$ cat src/rtl/flash_xip_reader_if.sv
// Request/response bus between the bus bridge (master) and the flash XIP read controller (slave).
interface flash_xip_reader_if #(
    parameter int ADDR_W = 24
);
    logic              req_valid;
    logic              req_ready;
    logic [ADDR_W-1:0] req_addr;
    logic              resp_valid;
    logic              resp_ready;
    logic [31:0]       resp_data;
    logic              resp_err;

    modport master (
        output req_valid, req_addr, resp_ready,
        input  req_ready, resp_valid, resp_data, resp_err
    );

    modport slave (
        input  req_valid, req_addr, resp_ready,
        output req_ready, resp_valid, resp_data, resp_err
    );
endinterface

$ cat src/rtl/flash_xip_reader.sv
// Single-word XIP read controller for a SPI mode-0 NOR flash: sends 03h + 24-bit address,
// shifts in 32 data bits and returns them little-endian.
module flash_xip_reader #(
    parameter int CLK_DIV    = 2,
    parameter int GAP_CYCLES = 4,
    parameter int ADDR_W     = 24
) (
    input  logic               clock,
    input  logic               reset,
    flash_xip_reader_if.slave  bus,
    output logic               spi_sck,
    output logic               spi_ss,
    output logic               spi_mosi,
    input  logic               spi_miso
);

    localparam int DIV_W = (CLK_DIV > 1) ? $clog2(CLK_DIV) : 1;
    localparam int GAP_W = $clog2(GAP_CYCLES + 1);
    localparam logic [DIV_W-1:0] DIV_LAST = DIV_W'(CLK_DIV - 1);
    localparam logic [GAP_W-1:0] GAP_LOAD = GAP_W'(GAP_CYCLES);

    typedef enum logic [2:0] {
        IDLE,
        CMD,
        ADDR,
        DATA,
        RESP,
        GAP
    } state_t;

    state_t           state;
    logic [DIV_W-1:0] div_cnt;
    logic [6:0]       bit_cnt;
    logic [GAP_W-1:0] gap_cnt;
    logic [31:0]      tx_shift;
    logic [31:0]      rx_shift;
    logic [31:0]      frame_word;
    logic             req_ready_q;
    logic             resp_valid_q;
    logic [31:0]      resp_data_q;
    logic             resp_err_q;
    logic             in_frame;
    logic             half_done;
    logic             accept;

    assign frame_word = {8'h03, 24'(bus.req_addr)};
    assign in_frame   = (state == CMD) || (state == ADDR) || (state == DATA);
    assign half_done  = in_frame && (div_cnt == DIV_LAST);
    assign accept     = (state == IDLE) && bus.req_valid && req_ready_q;

    assign bus.req_ready  = req_ready_q;
    assign bus.resp_valid = resp_valid_q;
    assign bus.resp_data  = resp_data_q;
    assign bus.resp_err   = resp_err_q;

    // NOTE: state registers use non-blocking assignments so every branch sees the pre-edge values.
    always_ff @(posedge clock) begin
        if (reset) begin
            state        <= IDLE;
            div_cnt      <= '0;
            bit_cnt      <= '0;
            gap_cnt      <= GAP_LOAD;
            req_ready_q  <= 1'b1;
            resp_valid_q <= 1'b0;
            resp_data_q  <= '0;
            resp_err_q   <= 1'b0;
            spi_sck      <= 1'b0;
            spi_ss       <= 1'b1;
            spi_mosi     <= 1'b0;
        end else begin
            unique case (state)
                IDLE: begin
                    if (accept) begin
                        req_ready_q <= 1'b0;
                        div_cnt     <= '0;
                        bit_cnt     <= '0;
                        if (bus.req_addr[1:0] != 2'b00) begin
                            state       <= RESP;
                            resp_err_q  <= 1'b1;
                            resp_data_q <= '0;
                        end else begin
                            state    <= CMD;
                            spi_ss   <= 1'b0;
                            spi_sck  <= 1'b0;
                            spi_mosi <= frame_word[31];
                        end
                    end
                end
                CMD, ADDR, DATA: begin
                    if (half_done) begin
                        div_cnt <= '0;
                        if (!spi_sck) begin
                            spi_sck <= 1'b1;
                            bit_cnt <= bit_cnt + 7'd1;
                            if (state == CMD && bit_cnt == 7'd7)
                                state <= ADDR;
                            if (state == ADDR && bit_cnt == 7'd31)
                                state <= DATA;
                        end else if (bit_cnt == 7'd64) begin
                            // Frame ends: ss rises with sck low, gap timing starts here.
                            spi_sck     <= 1'b0;
                            spi_ss      <= 1'b1;
                            state       <= RESP;
                            resp_err_q  <= 1'b0;
                            resp_data_q <= {rx_shift[7:0], rx_shift[15:8],
                                            rx_shift[23:16], rx_shift[31:24]};
                            gap_cnt     <= GAP_LOAD;
                        end else begin
                            spi_sck  <= 1'b0;
                            spi_mosi <= (bit_cnt < 7'd32) ? tx_shift[30] : 1'b0;
                        end
                    end else begin
                        div_cnt <= div_cnt + DIV_W'(1);
                    end
                end
                RESP: begin
                    if (gap_cnt != '0)
                        gap_cnt <= gap_cnt - GAP_W'(1);
                    if (!resp_valid_q) begin
                        resp_valid_q <= 1'b1;
                    end else if (bus.resp_ready) begin
                        resp_valid_q <= 1'b0;
                        state        <= GAP;
                        // No frame ran on the error path, so the gap is timed from here.
                        if (resp_err_q)
                            gap_cnt <= GAP_LOAD;
                    end
                end
                GAP: begin
                    if (gap_cnt <= GAP_W'(1)) begin
                        gap_cnt     <= '0;
                        state       <= IDLE;
                        req_ready_q <= 1'b1;
                    end else begin
                        gap_cnt <= gap_cnt - GAP_W'(1);
                    end
                end
                default: begin
                    state       <= IDLE;
                    req_ready_q <= 1'b1;
                    spi_ss      <= 1'b1;
                    spi_sck     <= 1'b0;
                end
            endcase
        end
    end

    // NOTE: the shift registers are pure datapath, loaded before use, so they carry no reset.
    always_ff @(posedge clock) begin
        if (accept)
            tx_shift <= frame_word;
        else if (half_done && spi_sck && bit_cnt < 7'd32)
            tx_shift <= {tx_shift[30:0], 1'b0};

        if (state == DATA && half_done && !spi_sck)
            rx_shift <= {rx_shift[30:0], spi_miso};
    end

endmodule

$ cat src/flat_wrapper.sv
// flat-port wrapper written by rule: the top's interface ports become plain ports
module flash_xip_reader_flat 
#(
    parameter int CLK_DIV    = 2,
    parameter int GAP_CYCLES = 4,
    parameter int ADDR_W     = 24
)
  (clock, reset, spi_sck, spi_ss, spi_mosi, spi_miso, bus_req_valid, bus_req_addr, bus_resp_ready, bus_req_ready, bus_resp_valid, bus_resp_data, bus_resp_err);
  flash_xip_reader_if #(.ADDR_W(ADDR_W)) bus_i ();
  input  logic clock;
  input  logic reset;
  output logic spi_sck;
  output logic spi_ss;
  output logic spi_mosi;
  input  logic spi_miso;
  input wire logic [$bits(bus_i.req_valid)-1:0] bus_req_valid;
  input wire logic [$bits(bus_i.req_addr)-1:0] bus_req_addr;
  input wire logic [$bits(bus_i.resp_ready)-1:0] bus_resp_ready;
  output wire logic [$bits(bus_i.req_ready)-1:0] bus_req_ready;
  output wire logic [$bits(bus_i.resp_valid)-1:0] bus_resp_valid;
  output wire logic [$bits(bus_i.resp_data)-1:0] bus_resp_data;
  output wire logic [$bits(bus_i.resp_err)-1:0] bus_resp_err;
  assign bus_i.req_valid = bus_req_valid;
  assign bus_i.req_addr = bus_req_addr;
  assign bus_i.resp_ready = bus_resp_ready;
  assign bus_req_ready = bus_i.req_ready;
  assign bus_resp_valid = bus_i.resp_valid;
  assign bus_resp_data = bus_i.resp_data;
  assign bus_resp_err = bus_i.resp_err;
  flash_xip_reader #(.CLK_DIV(CLK_DIV), .GAP_CYCLES(GAP_CYCLES), .ADDR_W(ADDR_W)) u_core (.clock(clock), .reset(reset), .bus(bus_i), .spi_sck(spi_sck), .spi_ss(spi_ss), .spi_mosi(spi_mosi), .spi_miso(spi_miso));
endmodule
$ cat config.mk
export PLATFORM = sky130hd
export DESIGN_NAME = flash_xip_reader_flat
export DESIGN_NICKNAME = d
export VERILOG_FILES = /design/src/rtl/flash_xip_reader_if.sv /design/src/rtl/flash_xip_reader.sv /design/src/flat_wrapper.sv
export SDC_FILE = /design/constraint.sdc
export NUM_CORES = 1
export LEC_CHECK = 0
export ABC_AREA = 1
export BUFFER_PORTS_ARGS = -buffer_cell sky130_fd_sc_hd__buf_4
export CAP_MARGIN = 20
export CORE_UTILIZATION = 45
export CTS_BUF_LIST = sky130_fd_sc_hd__clkbuf_8
export DETAILED_ROUTE_END_ITERATION = 10
export PLACE_DENSITY = 0.74
export SYNTH_ARGS = -nofsm -noshare
export SYNTH_HDL_FRONTEND = slang
export SYNTH_SLANG_ARGS = --single-unit
$ cat constraint.sdc
create_clock -name clock -period 3.26 [get_ports clock]
set_clock_uncertainty 0.2 [all_clocks]
set_input_delay 0 -clock clock [delete_from_list [all_inputs] [get_ports clock]]
set_output_delay 0 -clock clock [all_outputs]
set_load 0.05 [all_outputs]
==> flow_summary.yaml, run 1 <==
clock_tree:
  cts_resized: 0
  cts_setup_buffers: 0
  cts_buffers: 17
  cts_hold_buf: 29
  clock-sinks: 115
  htreeDepth: 4
  clockRootBuffer: "clkbuf_8"
  clkSlewWorstSetupHoldPaths_ps: 70
  clk_latency_ps: 420
  cts_tree: "done"
  clockBufferDepth: 2
global_routing:
  gr-usage-met2: 0.320
  grt_pass1_wl_um: 16800
  antenna_found_initial: 0
  top_usage_layer: "met2"
  overflow: 0
  use_met3: 0.0617
  grt_use_total: 0.197
  met1_usage: 0.252
  grt_max_degree: 42
  first_global_vias: 3486
timing:
  hold_violations: 0
  max_freq_ghz: 0.405
  relSlewSlack: 0.629
  worst_pin_slew_ps: 556
  timing.final.crit_share: 0.757
  rsz0062_at_grt: "no"
  layout_min_cycle_time_ps: 2470
  setup-violations-final: 0
  setup_tns_ps: 0
  drv_slew: 0
final_layout:
  area_growth_syn_to_layout_pct: 26.6
  antenna_cells: 0
  filler_cell_count: 825
  drive_gt1_frac: 0.192
  fin_nets: 629
setup_path:
  r2r_setup_slack_ps: 790
  endpoint_kind: "flop"
  max_stage_delay_ps: 440
  required_ps: 3350
  path_class: "flop to flop"
  crit_buf_inv: 2
  reg2reg_depth: 10
  cp_top_family: "simple AND/OR/NAND/NOR gates"
  cp_max_fo: 34
  slowest_stage: "nand3_4"
  path_cells: "inv_1 -> ha_1 -> nand2_1 -> nand3b_1 -> nand2_2 -> nand2_2 -> inv_2 -> nand3_4 -> nand2_1 -> a21oi_1"
  timing.rr.start: "u_core.bit_cnt[0]"
  startpoint_type: "flop"
  cp_data_arrival_time_ps: 2560
  reg2reg_to: "u_core.bus.resp_data[6]"
die:
  rows: 36
  dieArea_mm2: 0.0107
  boundaryPins: 67
  dieWidth_um: 104
  fp.dieH_um: 104
  start_util: 0.470
  design.core.area_mm2: 0.00986
yosys:
  netlist.area_leader.share: 0.363
  synth_common_cells: "nand2_1 (150), dfxtp_1 (59), edfxtp_1 (56)"
  yosys.area.top_type: "edfxtp_1"
  synth-edff-count: 56
  synth.most_common_cell: "nand2_1"
  synthFlopType: "dfxtp_1"
  netlist_instances: 500
  synth-seq-area-share: 0.617
  syn_area_mm2: 0.00464
  synth_cell_type_count: 26
  yosysWarningCount: 0
  synth_nets: 534
  avgSynthCellArea_um2: 9.28
  synthArstFlopShare: 0
  synth_seq_cells: 115
  ys_top_cells_by_area: "edfxtp_1 (36%), dfxtp_1 (25%), nand2_1 (12%)"
routing:
  totalWireLength_um: 10000
  routed_via_density: 5.01
  wl_per_cell_um: 13.5
  drc: 0
  via_count: 3716
  first_pass_iters: 4
  ant_nets: 0
  initialDrtViolationCount: 280
pwr:
  cellLeakagePower_nw: 2.41
  ir_drop_v: 0.000467
  intPower_mw: 3.07
  pwr_density_cell_mw_per_mm2: 918
  power.clock.fraction: 0.226
  power.total_mw: 5.39
  swShare: 0.430
  switchingPower_mw: 2.32
  power_frac_seq: 0.372
  p_comb_frac: 0.402
outcome:
  outcome: "finished, final reports clean"
hold_path:
  min_path_cells: 2
  hp-class: "input pin to flop"
  hold_start: "spi_miso"
  hold-path-endpoint: "u_core.rx_shift[0]"
placed_design:
  io_buffers: 66
  dp_hpwl_um: 6160
  gp_congestion: 0.909
job:
  drv_cap: 0
## through the flow
step,instance area [um2],hold WS (ps),utilization,worst slack (ps),cells
2_1_floorplan,4640,-101,-,619,500
3_3_place_gp,5220,-17.1,0.529,868,680
3_5_place_dp,5220,-17.0,0.529,762,680
4_1_cts,5870,77.9,0.595,772,741
5_1_grt,5870,82.4,0.595,522,741
6_report,5870,97.0,0.595,793,741
## kinds of logic after synthesis
logic type               share of synthesized area
flip-flops                                   0.617
AO/OA/AOI/OAI                               0.0736
AND/OR/NAND/NOR                              0.242
adder cells (fa/ha/maj)                     0.0135
XOR/XNOR                                   0.00378
buffers and inverters                       0.0499
## cell usage in the layout, fill, tap and decap left out
cell type      count
a21oi_1           49
a22oi_1            1
buf_4             69
bufinv_16          1
clkbuf_8          17
clkinv_2           5
clkinv_4           5
clkinvlp_4         1
dfxtp_1           59
dlygate4sd3_1     29
edfxtp_1          56
ha_1               5
inv_1             26
inv_2              4
inv_6              3
nand2_1          150
nand2_2            6
nand3_1           54
nand3_4            1
nand3b_1           1
nand4_1            5
nor2_1            34
nor2_4             2
nor2_8             1
nor3_1             4
nor3_4             1
o21ai_0           16
o21ai_2            1
xnor2_1            1
xor2_1             1
## worst register-to-register path: cells and delay by family, from the launching register on
kind / cells / cell delay, ps
AOI/OAI and AO/OA: 1 / 70
adders and majority gates: 1 / 140
buffers and inverters: 2 / 500
DFF: 1 / 330
and+or+nand+nor: 6 / 1100
## flip-flops by register name, summed over array words and instances (netlist names), 3 cells and up
name	count
u_core.bus.resp_data	32
u_core.rx_shift	32
u_core.tx_shift	31
u_core.bit_cnt	7
u_core.gap_cnt	3
u_core.state	3
## area by class of cell
cell class	instances	area, um2	share of cell area
Sequential cell	115	2860	0.488
Clock buffer	17	234	0.0398
Inverter	30	113	0.0192
Timing Repair Buffer	98	808	0.138
Multi-Input combinational cell	333	1560	0.265
Tap cell	133	166	0.0283
Clock inverter	15	133	0.0226
## layer usage
layer | share of wire | vias to the layer above | routed length, um
met1 | 0.45 | 1726 | 4480
met4 | 0.012 | 0 | 118
met3 | 0.056 | 15 | 561
li1 | - | 1859 | -
met2 | 0.49 | 116 | 4870
met5 | 0 | - | 0
## power groups by stage
stage	registers (mW)	logic [mW]	clock network [mW]
after detailed placement	2.04	2.13	0
final	2.01	2.17	1.22
after CTS	2.01	2.17	1.25
after global placement	2.03	2.09	0
after floorplan	2.40	1.31	0
after global routing	2.04	2.41	1.32
## worst max path at each step
stage	cells after the start	startpoint	endpoint	slack, ps
floorplan	3	u_core.spi_sck	u_core.rx_shift[0]	620
global placement	10	u_core.bit_cnt[0]	u_core.bus.resp_data[24]	870
detailed placement	10	u_core.bit_cnt[0]	u_core.bus.resp_data[0]	760
CTS	10	u_core.bit_cnt[1]	u_core.bus.resp_data[0]	770
global route	10	u_core.bit_cnt[1]	u_core.bus.resp_data[14]	520
finish	10	u_core.bit_cnt[0]	u_core.bus.resp_data[6]	790
Note: power is estimated with default switching activity, not from simulation.
==> run 2, diff against run 1 <==
ABC_AREA = 0   (was 1)
clock period = 2 ns   (was 3.26 ns; I/O delays follow)
==> flow_summary.yaml, run 2 <==
yosys:
  synth.most_common_cell: "nand2_1"
  synthArstFlopShare: 0
  synth_cell_type_count: 51
  synth_seq_cells: 115
  yosysWarningCount: 0
  yosys.area.top_type: "edfxtp_1"
  netlist.area_leader.share: 0.378
  synth-seq-area-share: 0.643
  synth_common_cells: "nand2_1 (88), dfxtp_1 (59), edfxtp_1 (56)"
  synth_nets: 416
  synth-edff-count: 56
  synthFlopType: "dfxtp_1"
  ys_top_cells_by_area: "edfxtp_1 (38%), dfxtp_1 (27%), nand2_1 (7.4%)"
  syn_area_mm2: 0.00445
  netlist_instances: 382
  avgSynthCellArea_um2: 11.7
final_layout:
  final_cell_mix: "nand2_1 (87), buf_4 (83), dfxtp_1 (57)"
  post-route-cell-area_mm2: 0.00594
  antenna_cells: 0
  drive_gt1_frac: 0.268
  filler_cell_count: 756
  utilization: 0.631
  final_common_cell: "nand2_1"
  layoutNonFillerInstCount: 637
  fin_nets: 529
  area_growth_syn_to_layout_pct: 33.5
pwr:
  pwr_density_cell_mw_per_mm2: 1240
  cellLeakagePower_nw: 2.47
  power.clock.fraction: 0.312
  p_comb_frac: 0.276
  swShare: 0.332
  switchingPower_mw: 2.44
  ir_drop_v: 0.000711
  power_frac_seq: 0.412
  intPower_mw: 4.93
global_routing:
  overflow: 0
  first_global_vias: 3153
  grt_use_total: 0.195
  antenna_found_initial: 0
  grt_pass1_wl_um: 15200
  grt_max_degree: 33
routing:
  initialDrtViolationCount: 174
  totalWireLength_um: 9450
  via_count: 3240
  first_pass_iters: 4
  drc: 0
  routed_via_density: 5.09
  wl_per_cell_um: 14.8
  ant_nets: 0
timing:
  setup-violations-final: 0
  max_freq_ghz: 0.513
  rsz0062_at_grt: "yes"
  layout_min_cycle_time_ps: 1950
  hold_violations: 0
  worst_pin_slew_ps: 422
  drv_slew: 0
  timing.final.crit_share: 0.974
  setup_slack_ps: 51.8
  setup_tns_ps: 0
  relSlewSlack: 0.718
clock_tree:
  clockRootBuffer: "clkbuf_8"
  clkSlewWorstSetupHoldPaths_ps: 70
  clock-sinks: 115
  cts_setup_buffers: 0
  cts_buffers: 17
  clk_latency_ps: 410
  clockBufferDepth: 2
  htreeDepth: 4
  cts_tree: "done"
placed_design:
  dp_hpwl_um: 5910
  dp_cells: 576
  io_buffers: 66
  place_area_mm2: 0.00521
  gp_congestion: 0.846
  pre_cts_slack_ps: 73.2
die:
  design.core.area_mm2: 0.00942
  boundaryPins: 67
  dieArea_mm2: 0.0103
  start_util: 0.473
  fp.dieH_um: 101
  rows: 35
  dieWidth_um: 101
setup_path:
  endpoint_kind: "flop"
  path_cells: "o21ba_2 -> nand3_2 -> or3_1 -> nand2_4"
  cp_data_arrival_time_ps: 1830
  slowest_stage: "dfxtp_1"
  cp_max_fo: 24
  path_class: "flop to flop"
  required_ps: 1880
  startpoint_type: "flop"
  max_stage_delay_ps: 400
outcome:
  outcome: "finished, final reports clean"
hold_path:
  hp-class: "input pin to flop"
job:
  drv_cap: 0
[run 2: cell count changes in the layout (fill, tap and decap cells not counted), sizes merged, moves of 17 or more]
cell / delta
nand2: -68
nand3: -45
a21oi: -37
a22o: +32
buf: +17
inv: -17
nor2: -17
[run 2: through the flow]
step | power (mW) | hold slack (ps)
floorplan | 4.53 | -101
global placement | 4.99 | -20.1
detailed placement | 5.05 | -20.5
CTS | 7.42 | 83.1
global route | 7.78 | 81.8
finish | 7.37 | 116
[run 2: power groups by stage]
stage               registers [mW]  clock network, mW  logic (mW)
floorplan                     3.15                  0        1.38
global placement              3.08                  0        1.91
detailed placement            3.09                  0        1.96
CTS                           3.04               2.36        2.03
global route                  3.07               2.46        2.25
finish                        3.04               2.30        2.03
[run 2: layer usage]
metal | GRT usage | share of wire
met5 | 0 | 0
met3 | 0.0449 | 0.030
met2 | 0.306 | 0.49
met1 | 0.258 | 0.47
met4 | 0.0881 | 0.010
[run 2: area by class of cell]
| class | instances | area [um2] | area share |
|---|---|---|---|
| Sequential cell | 115 | 2870 | 0.483 |
| Multi-Input combinational cell | 237 | 1480 | 0.248 |
| Timing Repair Buffer | 115 | 973 | 0.164 |
| Clock buffer | 17 | 234 | 0.0394 |
| Clock inverter | 15 | 195 | 0.0328 |
| Tap cell | 129 | 161 | 0.0272 |
| Inverter | 9 | 33.8 | 0.00569 |
[run 2: kinds of logic after synthesis]
| logic type | synth area share |
|---|---|
| simple gates | 0.157 |
| flops | 0.643 |
| compound gates | 0.120 |
| buf+inv | 0.0340 |
| mux | 0.0225 |
| xor+xnor | 0.00984 |
| fa+ha+maj | 0.0141 |
[run 2: critical path, delay by kind of cell, from the launching register on]
family / cells / cell delay (ps)
and+or+nand+nor: 3 / 810
DFF: 1 / 400
AOI/OAI and AO/OA: 1 / 200
[run 2: path summary, 6_finish.rpt]
check | start | to | slack (ps) | cells after the start
max | u_core.state[1] | u_core.tx_shift[5] | 50 | 4
min | spi_miso | u_core.rx_shift[0] | 120 | 2
max reg2reg | u_core.state[1] | u_core.tx_shift[5] | 50 | 4
min reg2reg | u_core.rx_shift[19] | u_core.rx_shift[20] | 250 | 0
[run 2: repair_timing]
action | in CTS | in global routing
endpoints found under the hold margin | 45 | 0
hold buffers | 29 | 0
gates resized for setup | 0 | 3
setup endpoints to repair | 0 | 27
